`config.mk`:
```
export PLATFORM = sky130hd
export DESIGN_NAME = instr_encoder_flat
export DESIGN_NICKNAME = d
export VERILOG_FILES = /design/src/rtl/instr_encoder_if.sv /design/src/rtl/instr_encoder.sv /design/src/flat_wrapper.sv
export SDC_FILE = /design/constraint.sdc
export NUM_CORES = 1
export LEC_CHECK = 0
export BUFFER_PORTS_ARGS = -buffer_cell sky130_fd_sc_hd__buf_2
export CORE_MARGIN = 2
export CORE_UTILIZATION = 52
export DETAILED_ROUTE_END_ITERATION = 12
export PLACE_DENSITY = 0.9
export SKIP_LAST_GASP = 1
export SLEW_MARGIN = 20
export SYNTH_ARGS = -nofsm -noshare
export SYNTH_HDL_FRONTEND = slang
export SYNTH_SLANG_ARGS = --single-unit
export TNS_END_PERCENT = 100
```
`constraint.sdc`:
```
create_clock -name clk -period 3.3 [get_ports clk]
set_clock_uncertainty 0.05 [all_clocks]
set_input_delay 0.165 -clock clk [delete_from_list [all_inputs] [get_ports clk]]
set_output_delay 0.165 -clock clk [all_outputs]
set_load 0.01 [all_outputs]
```
`src/rtl/instr_encoder_if.sv`:
```
// Valid/ready field-bundle input and encoded-word output of the instruction encoder.
interface instr_encoder_if;
  logic        in_valid;
  logic        in_ready;
  logic [6:0]  in_opcode;
  logic [4:0]  in_rd;
  logic [4:0]  in_rs1;
  logic [4:0]  in_rs2;
  logic [2:0]  in_funct3;
  logic [6:0]  in_funct7;
  logic [31:0] in_imm;
  logic        out_valid;
  logic        out_ready;
  logic [31:0] out_instr;
  logic        out_err;

  modport master (
    output in_valid, in_opcode, in_rd, in_rs1, in_rs2, in_funct3, in_funct7, in_imm, out_ready,
    input  in_ready, out_valid, out_instr, out_err
  );

  modport slave (
    input  in_valid, in_opcode, in_rd, in_rs1, in_rs2, in_funct3, in_funct7, in_imm, out_ready,
    output in_ready, out_valid, out_instr, out_err
  );
endinterface

```
`src/rtl/instr_encoder.sv`:
```
// Packs decoded RISC-V fields into a 32-bit word through a one-stage valid/ready register,
// substituting a NOP for bundles whose immediate or opcode is unencodable.
module instr_encoder #(
  parameter int unsigned CNT_W   = 16,
  parameter logic [31:0] ERR_NOP = 32'h0000_0013
) (
  input  logic              clk,
  input  logic              rst,
  instr_encoder_if.slave    bus,
  output logic [CNT_W-1:0]  acc_count,
  output logic [CNT_W-1:0]  err_count
);

  localparam logic [6:0] OP_R_TYPE = 7'b0110011;
  localparam logic [6:0] OP_I_TYPE = 7'b0010011;
  localparam logic [6:0] OP_LOAD   = 7'b0000011;
  localparam logic [6:0] OP_STORE  = 7'b0100011;
  localparam logic [6:0] OP_BRANCH = 7'b1100011;
  localparam logic [6:0] OP_JAL    = 7'b1101111;

  logic              out_valid_q;
  logic [31:0]       out_instr_q, instr_d;
  logic              out_err_q, err_d;
  logic [CNT_W-1:0]  acc_q, err_q;
  logic              accept;
  logic              fits_12, fits_13, fits_21;
  logic [31:0]       imm;

  assign imm          = bus.in_imm;
  assign bus.in_ready = !out_valid_q || bus.out_ready;
  assign accept       = bus.in_valid && bus.in_ready;

  // Sign-extension check: upper bits must be all copies of the field's sign bit
  assign fits_12 = (&imm[31:11]) || !(|imm[31:11]);
  assign fits_13 = (&imm[31:12]) || !(|imm[31:12]);
  assign fits_21 = (&imm[31:20]) || !(|imm[31:20]);

  always_comb begin
    instr_d = ERR_NOP;
    err_d   = 1'b1;
    case (bus.in_opcode)
      OP_R_TYPE: begin
        instr_d = {bus.in_funct7, bus.in_rs2, bus.in_rs1, bus.in_funct3, bus.in_rd, bus.in_opcode};
        err_d   = 1'b0;
      end
      OP_I_TYPE, OP_LOAD: begin
        if (fits_12) begin
          instr_d = {imm[11:0], bus.in_rs1, bus.in_funct3, bus.in_rd, bus.in_opcode};
          err_d   = 1'b0;
        end
      end
      OP_STORE: begin
        if (fits_12) begin
          instr_d = {imm[11:5], bus.in_rs2, bus.in_rs1, bus.in_funct3, imm[4:0], bus.in_opcode};
          err_d   = 1'b0;
        end
      end
      OP_BRANCH: begin
        if (fits_13 && !imm[0]) begin
          instr_d = {imm[12], imm[10:5], bus.in_rs2, bus.in_rs1, bus.in_funct3,
                     imm[4:1], imm[11], bus.in_opcode};
          err_d   = 1'b0;
        end
      end
      OP_JAL: begin
        if (fits_21 && !imm[0]) begin
          instr_d = {imm[20], imm[10:1], imm[11], imm[19:12], bus.in_rd, bus.in_opcode};
          err_d   = 1'b0;
        end
      end
      default: begin
        instr_d = ERR_NOP;
        err_d   = 1'b1;
      end
    endcase
  end

  always_ff @(posedge clk or posedge rst) begin
    if (rst) begin
      out_valid_q <= 1'b0;
      out_instr_q <= '0;
      out_err_q   <= 1'b0;
      acc_q       <= '0;
      err_q       <= '0;
    end else begin
      if (accept) begin
        out_valid_q <= 1'b1;
        out_instr_q <= instr_d;
        out_err_q   <= err_d;
        if (acc_q != '1) acc_q <= acc_q + CNT_W'(1);
        if (err_d && (err_q != '1)) err_q <= err_q + CNT_W'(1);
      end else if (bus.out_ready) begin
        out_valid_q <= 1'b0;
      end
    end
  end

  assign bus.out_valid = out_valid_q;
  assign bus.out_instr = out_instr_q;
  assign bus.out_err   = out_err_q;
  assign acc_count     = acc_q;
  assign err_count     = err_q;

endmodule

```
`src/flat_wrapper.sv`:
```
// flat-port wrapper written by rule: the top's interface ports become plain ports
module instr_encoder_flat 
#(
  parameter int unsigned CNT_W   = 16,
  parameter logic [31:0] ERR_NOP = 32'h0000_0013
)
  (clk, rst, acc_count, err_count, bus_in_valid, bus_in_opcode, bus_in_rd, bus_in_rs1, bus_in_rs2, bus_in_funct3, bus_in_funct7, bus_in_imm, bus_out_ready, bus_in_ready, bus_out_valid, bus_out_instr, bus_out_err);
  instr_encoder_if bus_i ();
  input  logic clk;
  input  logic rst;
  output logic [CNT_W-1:0] acc_count;
  output logic [CNT_W-1:0] err_count;
  input wire logic [$bits(bus_i.in_valid)-1:0] bus_in_valid;
  input wire logic [$bits(bus_i.in_opcode)-1:0] bus_in_opcode;
  input wire logic [$bits(bus_i.in_rd)-1:0] bus_in_rd;
  input wire logic [$bits(bus_i.in_rs1)-1:0] bus_in_rs1;
  input wire logic [$bits(bus_i.in_rs2)-1:0] bus_in_rs2;
  input wire logic [$bits(bus_i.in_funct3)-1:0] bus_in_funct3;
  input wire logic [$bits(bus_i.in_funct7)-1:0] bus_in_funct7;
  input wire logic [$bits(bus_i.in_imm)-1:0] bus_in_imm;
  input wire logic [$bits(bus_i.out_ready)-1:0] bus_out_ready;
  output wire logic [$bits(bus_i.in_ready)-1:0] bus_in_ready;
  output wire logic [$bits(bus_i.out_valid)-1:0] bus_out_valid;
  output wire logic [$bits(bus_i.out_instr)-1:0] bus_out_instr;
  output wire logic [$bits(bus_i.out_err)-1:0] bus_out_err;
  assign bus_i.in_valid = bus_in_valid;
  assign bus_i.in_opcode = bus_in_opcode;
  assign bus_i.in_rd = bus_in_rd;
  assign bus_i.in_rs1 = bus_in_rs1;
  assign bus_i.in_rs2 = bus_in_rs2;
  assign bus_i.in_funct3 = bus_in_funct3;
  assign bus_i.in_funct7 = bus_in_funct7;
  assign bus_i.in_imm = bus_in_imm;
  assign bus_i.out_ready = bus_out_ready;
  assign bus_in_ready = bus_i.in_ready;
  assign bus_out_valid = bus_i.out_valid;
  assign bus_out_instr = bus_i.out_instr;
  assign bus_out_err = bus_i.out_err;
  instr_encoder #(.CNT_W(CNT_W), .ERR_NOP(ERR_NOP)) u_core (.clk(clk), .rst(rst), .bus(bus_i), .acc_count(acc_count), .err_count(err_count));
endmodule
```
# Yosys cells after proc, flatten, opt, wreduce, memory -nomap -nowiden
# Cells that the tools add are included.
dict set report word_totals {
  reg_bits 66
  inputBits 68
  output_inout_bits 67
  word_cells 50
}
dict set report op_classes {
  add_sub_neg 2
  n_eq_ne 8
  muxes 11
  reduce_logical 24
}
# cell count
set ops {}
lappend ops {{$pmux 32 s5} 1}
lappend ops {{$mux 32} 4}
lappend ops {{$add 16x1->16 const B} 2}
lappend ops {{$ne 16x16->1 const B} 2}
lappend ops {{$reduce_and 21->1} 1}
lappend ops {{$reduce_or 21->1} 1}
lappend ops {{$reduce_and 20->1} 1}
lappend ops {{$reduce_or 20->1} 1}
lappend ops {{$eq 7x6->1 const B} 2}
lappend ops {{$eq 7x7->1 const B} 2}
lappend ops {{$reduce_and 12->1} 1}
lappend ops {{$reduce_or 12->1} 1}
lappend ops {{$eq 7x2->1 const B} 1}
lappend ops {{$eq 7x5->1 const B} 1}
lappend ops {{$logic_not 1->1} 5}
lappend ops {{$mux 1} 5}
lappend ops {{$logic_and 1x1->1} 4}
lappend ops {{$logic_or 1x1->1} 4}
lappend ops {{$pmux 1 s4} 1}
lappend ops {{$reduce_and 2->1} 2}
lappend ops {{$reduce_or 3->1} 1}
lappend ops {{$reduce_bool 2->1} 1}
lappend ops {{$reduce_or 2->1} 1}

# Logic depth before layout (Yosys ltp)
# Gate-level depths: netlist of run 1.
dict set report logic_depth {
  ltp_word 8
  ltp_mapped 8
  ltp_nobuf 7
}

# Worst setup path before layout of run 1
# OpenSTA, ideal clock, no wires.
dict set report synth_path {
  kind {input port to flip-flop}
  from {input bus_in_imm[12]}
  to {register u_core.err_q[14] (netlist: u_core.err_count[14])}
  setup_ns 0.128
  arrival_time_ns 1.955
  required_time_ns 3.122
  slack_ns 1.168
  path_stages 7
  path_buffers 0
  path_cell_list {or4_1 -> or3_1 -> o22a_1 -> nand3_1 -> and2_1 -> nand4b_1 -> mux2_1}
}
dict set report synth_via {
  elab_chain_cells 8
  elab_cells_between_ends 14
  cone_classes {mux (3); reduce/logical (11)}
}
# item line
set synth_rtl {}
lappend synth_rtl {{start: declaration} flat_wrapper.sv:20} ;# input wire logic [$bits(bus_i.in_imm)-1:0] bus_in_imm;
lappend synth_rtl {{$reduce_or 20->1} instr_encoder.sv:35} ;# assign fits_13 = (&imm[31:12]) || !(|imm[31:12]);
lappend synth_rtl {{$logic_not 1->1} instr_encoder.sv:35}
lappend synth_rtl {{$logic_or 1x1->1} instr_encoder.sv:35}
lappend synth_rtl {{$logic_and 1x1->1} instr_encoder.sv:59} ;# if (fits_13 && !imm[0]) begin
lappend synth_rtl {{$mux 1} instr_encoder.sv:59}
lappend synth_rtl {{$pmux 1 s4 *} instr_encoder.sv:41} ;# case (bus.in_opcode)
lappend synth_rtl {{$logic_and 1x1->1 *} instr_encoder.sv:91} ;# if (err_d && (err_q != '1)) err_q <= err_q + CNT_W'(1);
lappend synth_rtl {{$reduce_and 2->1 (no source line) *} n/a}
lappend synth_rtl {{end signal: assignment} instr_encoder.sv:91}
lappend synth_rtl {{end: declaration} instr_encoder.sv:24} ;# logic [CNT_W-1:0] acc_q, err_q;
# Every way passes the cells marked *; elsewhere a longest branch is shown, timed or not.
# A chain may end at the register's enable or synchronous reset.

# Worst setup path after layout of run 1
dict set report layout_path {
  from {register u_core.out_valid_q (netlist: u_core.bus.out_valid)}
  to {register u_core.out_instr_q[29] (netlist: u_core.bus.out_instr[29])}
}
dict set report layout_via {
  elab_chain_cells 3
}
# item line
set layout_rtl {}
lappend layout_rtl {{start: declaration} instr_encoder.sv:21} ;# logic out_valid_q;
lappend layout_rtl {{start signal: assignment} instr_encoder.sv:80} ;# out_valid_q <= 1'b0;
lappend layout_rtl {{start signal: assignment} instr_encoder.sv:87} ;# out_valid_q <= 1'b1;
lappend layout_rtl {{start signal: assignment} instr_encoder.sv:93} ;# out_valid_q <= 1'b0;
lappend layout_rtl {{$logic_not 1->1} instr_encoder.sv:30} ;# assign bus.in_ready = !out_valid_q || bus.out_ready;
lappend layout_rtl {{$logic_or 1x1->1} instr_encoder.sv:30}
lappend layout_rtl {{$logic_and 1x1->1} instr_encoder.sv:31} ;# assign accept = bus.in_valid && bus.in_ready;
lappend layout_rtl {{end signal: assignment} instr_encoder.sv:88} ;# out_instr_q <= instr_d;
lappend layout_rtl {{end: declaration} instr_encoder.sv:22} ;# logic [31:0] out_instr_q, instr_d;
# Every way passes these cells.

==> impl_metrics.toml, run 1 <==
[logic_synthesis]
synth_area_leaders = "dfrtp_1, xnor2_1, a221o_1"
synth_cell_types = 51
synth_compound_area_frac = 0.148
synth_area_mm2 = 0.00321
synth_top_family_by_area = "simple AND/OR/NAND/NOR gates"
synthSimpleGateAreaFrac = 0.209
synth_top_area_share = 0.515
yosysMostFrequentCell = "dfrtp_1"
synth_seq_cells = 66
syn_area_per_cell_um2 = 10.5
synth_commonest_cells = "dfrtp_1, nand2_1, xnor2_1"
synthCells = 305
async_flop_share = 1.00
synth-seq-area-share = 0.515
synth_edf_count = 0
yosysWarningCount = 0
synthAdderAreaFrac = 0.00780
yosys.area_share.xor_xnor = 0.0764
synthMuxAreaShare = 0.0140
syn_nets = 375
yosys.area.top_type = "dfrtp_1"
synth_top_flop_cell = "dfrtp_1"

[global_route]
use_met2 = 0.430
met3_usage = 0.0772
busiest_layer = "met2"
grt_overflow_total = 0
grt_usage = 0.274
grt_pass1_wl_mm = 14.0
antenna_found_initial = 0
use_met1 = 0.352
grt_max_degree = 51
grt_pass1_vias = 3046

[worst_setup_path]
r2r_start = "u_core.bus.out_valid"
end_kind = "flip-flop"
crit_end = "u_core.bus.out_instr[29]"
crit_arrival_ps = 3040
critical_path_required_ps = 3540
rr_worst_depth = 8
critPathLaunchType = "flip-flop"
r2r_slack_ps = 500
rr_endpoint = "u_core.bus.out_instr[29]"
path_class = "flip-flop to flip-flop"
crit_path_max_fanout = 31
crit_path_start = "u_core.bus.out_valid"

[timing]
grt_setup_unrepaired = "false"
max_slew.worst_pin.slew_ps = 1040
setup_viol = 0
tns_ps = 0
slew_violations = 0
slew_headroom = 0.306
fmax_ghz = 0.357
finalHoldViolCount = 0
post-route-period-util = 0.849
min_period_ps = 2800

[pwr]
power.leakage_nw = 2.27
p_per_area_mw_per_mm2 = 476
ir_drop_uv = 378

[routing]
drc = 0
wl_per_cell_um = 16.8
dr.pass1.iters = 7
vias = 3140
via_per_inst = 5.75
drtIter0Drc = 255
ant_nets = 0
wl_mm = 9.19

[die]
ios = 135
fp.dieW_um = 82.5
initial_utilization = 0.539
rows = 28
die_area_mm2 = 0.00681
fp.dieH_um = 82.5
coreArea_mm2 = 0.00596

[placed_design]
gp_congestion = 0.798
placed_area_mm2 = 0.00396
hpwl_mm = 6.24
io_buffers = 134

[final_layout]
layout-drive-gt1-share = 0.344
layout.nets = 536
final_area_mm2 = 0.00437
area_growth_pct = 36.3
final_util = 0.734
antenna_cells = 0

[clock_network]
cts_root_buffer = "clkbuf_8"
ctsHtreeMaxLevel = 3
tritoncts = "built"
cts-buffers-inserted = 9
worstSkewPairLatency_ps = 350
cts_max_path_buffers = 2
clkSinkCount = 66
clk_pin_slew_ps = 70

[min_path]
min_path_type = "input port to flip-flop"

[status]
outcome = "finished, final reports clean"

[run]
drv_cap = 0
[layout by cell type (no fill, tap or decap), drive strengths merged, types with 3 or more instances in the layout]
| cell type | n |
|---|---|
| buf | 137 |
| dfrtp | 66 |
| nand2 | 30 |
| xnor2 | 20 |
| dlygate4sd3 | 19 |
| nand4 | 18 |
| inv | 16 |
| nor2 | 15 |
| a221o | 13 |
| and2 | 13 |
| nand3 | 10 |
| clkbuf | 9 |
| and3 | 8 |
| xor2 | 8 |
| nor3 | 8 |
| o21ai | 7 |
| a222oi | 6 |
| a21oi | 6 |
| nand2b | 5 |
| nor2b | 5 |
| a21o | 5 |
| nor4 | 4 |
| o221ai | 4 |
| mux2 | 4 |
| clkinv | 4 |
| or3 | 3 |
[area by class of cell]
class,instances,area (um^2)
clock buffer,9,124
clock inverter,7,93.8
tap,75,93.8
multi-input combinational,216,1460
sequential,66,1650
inverter,17,65.1
fill,429,1580
timing repair buffer,156,883
[worst max-delay path, stage by stage, from the launching register on]
cell and delay, ps:
dfrtp_1 380, nand2b_1 120, nand2_1 220, buf_4 310, nor2_1 560, o31a_4 320
a222oi_1 100, dlygate4sd3_1 600, inv_1 70
[worst min path at each step]
stage                                start                       end  slack [ps]  cells after the start
after floorplan               bus_in_valid      u_core.bus.out_valid         220                      1
after global placement        bus_in_valid      u_core.bus.out_valid         330                      2
after detailed placement  bus_in_funct7[5]  u_core.bus.out_instr[30]         350                      3
after CTS                 bus_in_funct3[1]  u_core.bus.out_instr[13]           2                      2
after global routing      bus_in_funct3[0]  u_core.bus.out_instr[12]          10                      2
final                     bus_in_funct3[2]  u_core.bus.out_instr[14]          10                      2
[state kept, by name, summed over array words and instances, names as in the netlist]
| signal | cells |
|---|---|
| u_core.bus.out_err | 1 |
| u_core.bus.out_instr | 32 |
| u_core.bus.out_valid | 1 |
| u_core.err_count | 16 |
| u_core.acc_count | 16 |
[stage by stage]
| stage | setup WS, ps | hold WS, ps | power, W | std cells |
|---|---|---|---|---|
| after floorplan | 1170 | 223 | 0.00116 | 305 |
| after global placement | 866 | 333 | 0.00131 | 511 |
| after detailed placement | 702 | 351 | 0.00133 | 511 |
| after CTS | 593 | 1.70 | 0.00209 | 545 |
| after global routing | 363 | 9.54 | 0.00218 | 546 |
| final | 497 | 11.9 | 0.00208 | 546 |
[power breakdown]
group	leakage [nW]	internal [W]	switching, W
clock network	0.105	0.000423	0.000326
registers	0.875	0.000882	0.0000956
logic	1.29	0.000168	0.000187
[metal layers]
layer  part of all wire  wire length, um
met1               0.40             3650
met2               0.49             4520
met4              0.034              312
met3              0.077              710
met5                  0                0
[what timing repair did]
item,in CTS,in global routing
endpoints found under the hold margin,14,43
gates resized for setup,0,0
buffers inserted,0,0
hold buffers,18,1
[cells by family (layout without fill, tap and decap cells)]
logic type	count (synthesis)	in the layout
AND/OR/NAND/NOR	126	126
multiplexers	4	4
XOR/XNOR	28	28
flip-flops	66	66
buffers and inverters	23	189
adder cells (fa/ha/maj)	2	2
AO/OA/AOI/OAI	56	56
Note: power is estimated with default switching activity, not from simulation.
==> inputs of run 2 (changes only) <==
ABC_AREA = 1   (was not set)
CORE_UTILIZATION = 46   (was 52)
PLACE_DENSITY = 0.81   (was 0.9)
clock period = 2.3 ns   (was 3.3 ns; I/O delays follow)
==> impl_metrics.toml, run 2 <==
[worst_setup_path]
r2r_slack_ps = 380
critical_path_required_ps = 2470
end_kind = "flip-flop"
critPathSlowestCell = "dlygate4sd3_1"
crit_path_max_fanout = 15
rr_worst_depth = 10
crit_buf_inv = 4
critPathTopFamily = "simple AND/OR/NAND/NOR gates"
path_common_cell = "nand2_1"
critPathLaunchType = "input port"
r2r_start = "u_core.acc_count[0]"
rr_endpoint = "u_core.acc_count[13]"
crit_arrival_ps = 2100
path_class = "input port to flip-flop"
path_cells = "dlygate4sd3_1 > buf_2 > inv_1 > nand2_1 > nand2_1 > inv_2 > nand2_1 > nor2_2 > nand2_1 > nor2_1 > nand2_1 > xnor2_1"
slowest_delay_ps = 530

[timing]
grt_setup_unrepaired = "false"
fmax_ghz = 0.519
min_period_ps = 1930
worst_slack_ps = 372
setup_viol = 0
finalHoldViolCount = 0
slew_headroom = 0.654
max_slew.worst_pin.slew_ps = 518
tns_ps = 0
post-route-period-util = 0.838
slew_violations = 0

[logic_synthesis]
synth_top_flop_cell = "dfrtp_1"
syn_nets = 633
synth-seq-area-share = 0.417
synth_area_leaders = "dfrtp_1, nand2_1, nand4_1"
synth_area_mm2 = 0.00396
synthCells = 563
synth_commonest_cells = "nand2_1, dfrtp_1, nor2_1"
yosysMostFrequentCell = "nand2_1"
synth_cell_types = 30
yosysWarningCount = 0
async_flop_share = 1.00
synth_edf_count = 0
syn_area_per_cell_um2 = 7.04
synth_seq_cells = 66
yosys.area.top_type = "dfrtp_1"
synth_top_area_share = 0.417

[clock_network]
tritoncts = "built"
worstSkewPairLatency_ps = 340
cts_max_path_buffers = 2
cts_root_buffer = "clkbuf_8"
cts_setup_buffers = 0
clkSinkCount = 66
ctsHtreeMaxLevel = 3
cts_resized = 0
cts-buffers-inserted = 9
clk_pin_slew_ps = 80

[min_path]
hold_depth = 5
min_to = "u_core.bus.out_instr[26]"
min_path_type = "input port to flip-flop"
min-delay-start = "bus_in_imm[6]"

[final_layout]
fillCellCount = 762
final_cell_mix = "nand2_1, buf_2, dfrtp_1"
area_growth_pct = 25.6
register_area_mm2 = 0.00165
largest_reg_flops = 32
layout-drive-gt1-share = 0.247
final_common_cell = "nand2_1"
antenna_cells = 0
multi_input_area_mm2 = 0.00205
layout.nets = 773

[run]
drv_cap = 0

[placed_design]
hpwl_mm = 7.95
gp_congestion = 0.930
place_ws_ps = 292
io_buffers = 134

[global_route]
grt_pass1_vias = 3881
grt_usage = 0.230
grt_max_degree = 44
grt_pass1_wl_mm = 17.9
grt_overflow_total = 0
antenna_found_initial = 0

[routing]
wl_per_cell_um = 12.8
via_per_inst = 5.02
ant_nets = 0
dr.pass1.iters = 5
dr_wl_met3_um = 597
wl_met2_mm = 4.89
wl_mm = 10.4
drtIter0Drc = 132
vias = 4082
drt-met1-wl_mm = 4.76
drc = 0
top_layer = "met4"

[pwr]
combPwrFrac = 0.178
clkPwrFrac = 0.344
p_int_w = 0.00199
power.leakage_nw = 2.85
ir_drop_uv = 279
switching_share = 0.302
p_per_area_mw_per_mm2 = 574
p_switching_w = 0.000861
seqPwrFrac = 0.478

[die]
initial_utilization = 0.477
coreArea_mm2 = 0.00830
rows = 33
die_area_mm2 = 0.00937
fp.dieW_um = 96.8
fp.dieH_um = 96.8
ios = 135

[status]
outcome = "finished, final reports clean"
[run 2: changes by cell type in the layout (fill, tap and decap cells not counted), sizes merged, moves of 11 or more]
| cell | before | now |
|---|---|---|
| and2 | 13 | 2 |
| nand3 | 10 | 37 |
| nand4 | 18 | 40 |
| dlygate4sd3 | 19 | 2 |
| inv | 16 | 47 |
| nand2 | 30 | 244 |
| a221o | 13 | 0 |
| nor2 | 15 | 55 |
[run 2: area by class of cell]
class | count | share of cell area
Clock buffer | 12 | 0.0292
Inverter | 47 | 0.0355
Timing Repair Buffer | 145 | 0.155
Clock inverter | 4 | 0.0103
Sequential cell | 66 | 0.332
Tap cell | 105 | 0.0264
Multi-Input combinational cell | 434 | 0.412
[run 2: how the worst max path moves through the flow]
| stage | end | start | cells past startpoint | slack (ps) |
|---|---|---|---|---|
| 2_1_floorplan | u_core.acc_count[0] | rst | 1 | 480 |
| 6_report | u_core.acc_count[13] | bus_out_ready | 12 | 370 |
| 3_3_place_gp | u_core.err_count[11] | bus_in_imm[19] | 12 | 350 |
| 3_5_place_dp | u_core.err_count[4] | bus_in_imm[19] | 12 | 290 |
| 4_1_cts | u_core.acc_count[13] | u_core.acc_count[0] | 10 | 360 |
| 5_1_grt | u_core.acc_count[13] | bus_out_ready | 12 | 200 |
[run 2: cell families after synthesis]
group	Yosys count	synth area share
xor+xnor	23	0.0509
compound gates	17	0.0272
simple gates	392	0.433
buf+inv	63	0.0657
flops	66	0.417
fa+ha+maj	2	0.00632
[run 2: repair_timing]
| item | CTS | global route |
|---|---|---|
| setup endpoints to repair | 0 | 0 |
| endpoints found under the hold margin | 24 | 0 |
| hold buffers | 2 | 0 |
[run 2: worst min-delay path, cell delays in order]
cell     delay, ps
buf_2           70
nand2_1         40
nand2_1         50
nand2_1         40
nand2_1         50
[run 2: routing by layer]
layer | up-vias | track usage
met2 | 132 | 0.370
met4 | 0 | 0.0856
met3 | 12 | 0.0426
met1 | 1855 | 0.310
li1 | 2083 | -
met5 | - | 0
[run 2: per-stage QoR]
step / hold WS (ps) / cells / util / power [W] / instance area, um^2
6_report: 21.5 / 813 / 0.600 / 0.00285 / 4980
5_1_grt: 25.3 / 813 / 0.600 / 0.00300 / 4980
4_1_cts: 3.77 / 813 / 0.600 / 0.00288 / 4980
3_5_place_dp: 137 / 795 / 0.573 / 0.00190 / 4760
3_3_place_gp: 132 / 795 / 0.573 / 0.00187 / 4760
2_1_floorplan: 256 / 563 / - / 0.00165 / 3960
[run 2: power groups by stage]
stage                     Sequential (W)  Combinational [W]  Clock [W]
after floorplan                  0.00141           0.000241          0
after global placement           0.00138           0.000489          0
after detailed placement         0.00139           0.000511          0
after CTS                        0.00136           0.000515   0.000999
after global routing             0.00138           0.000570    0.00105
final                            0.00136           0.000508   0.000982
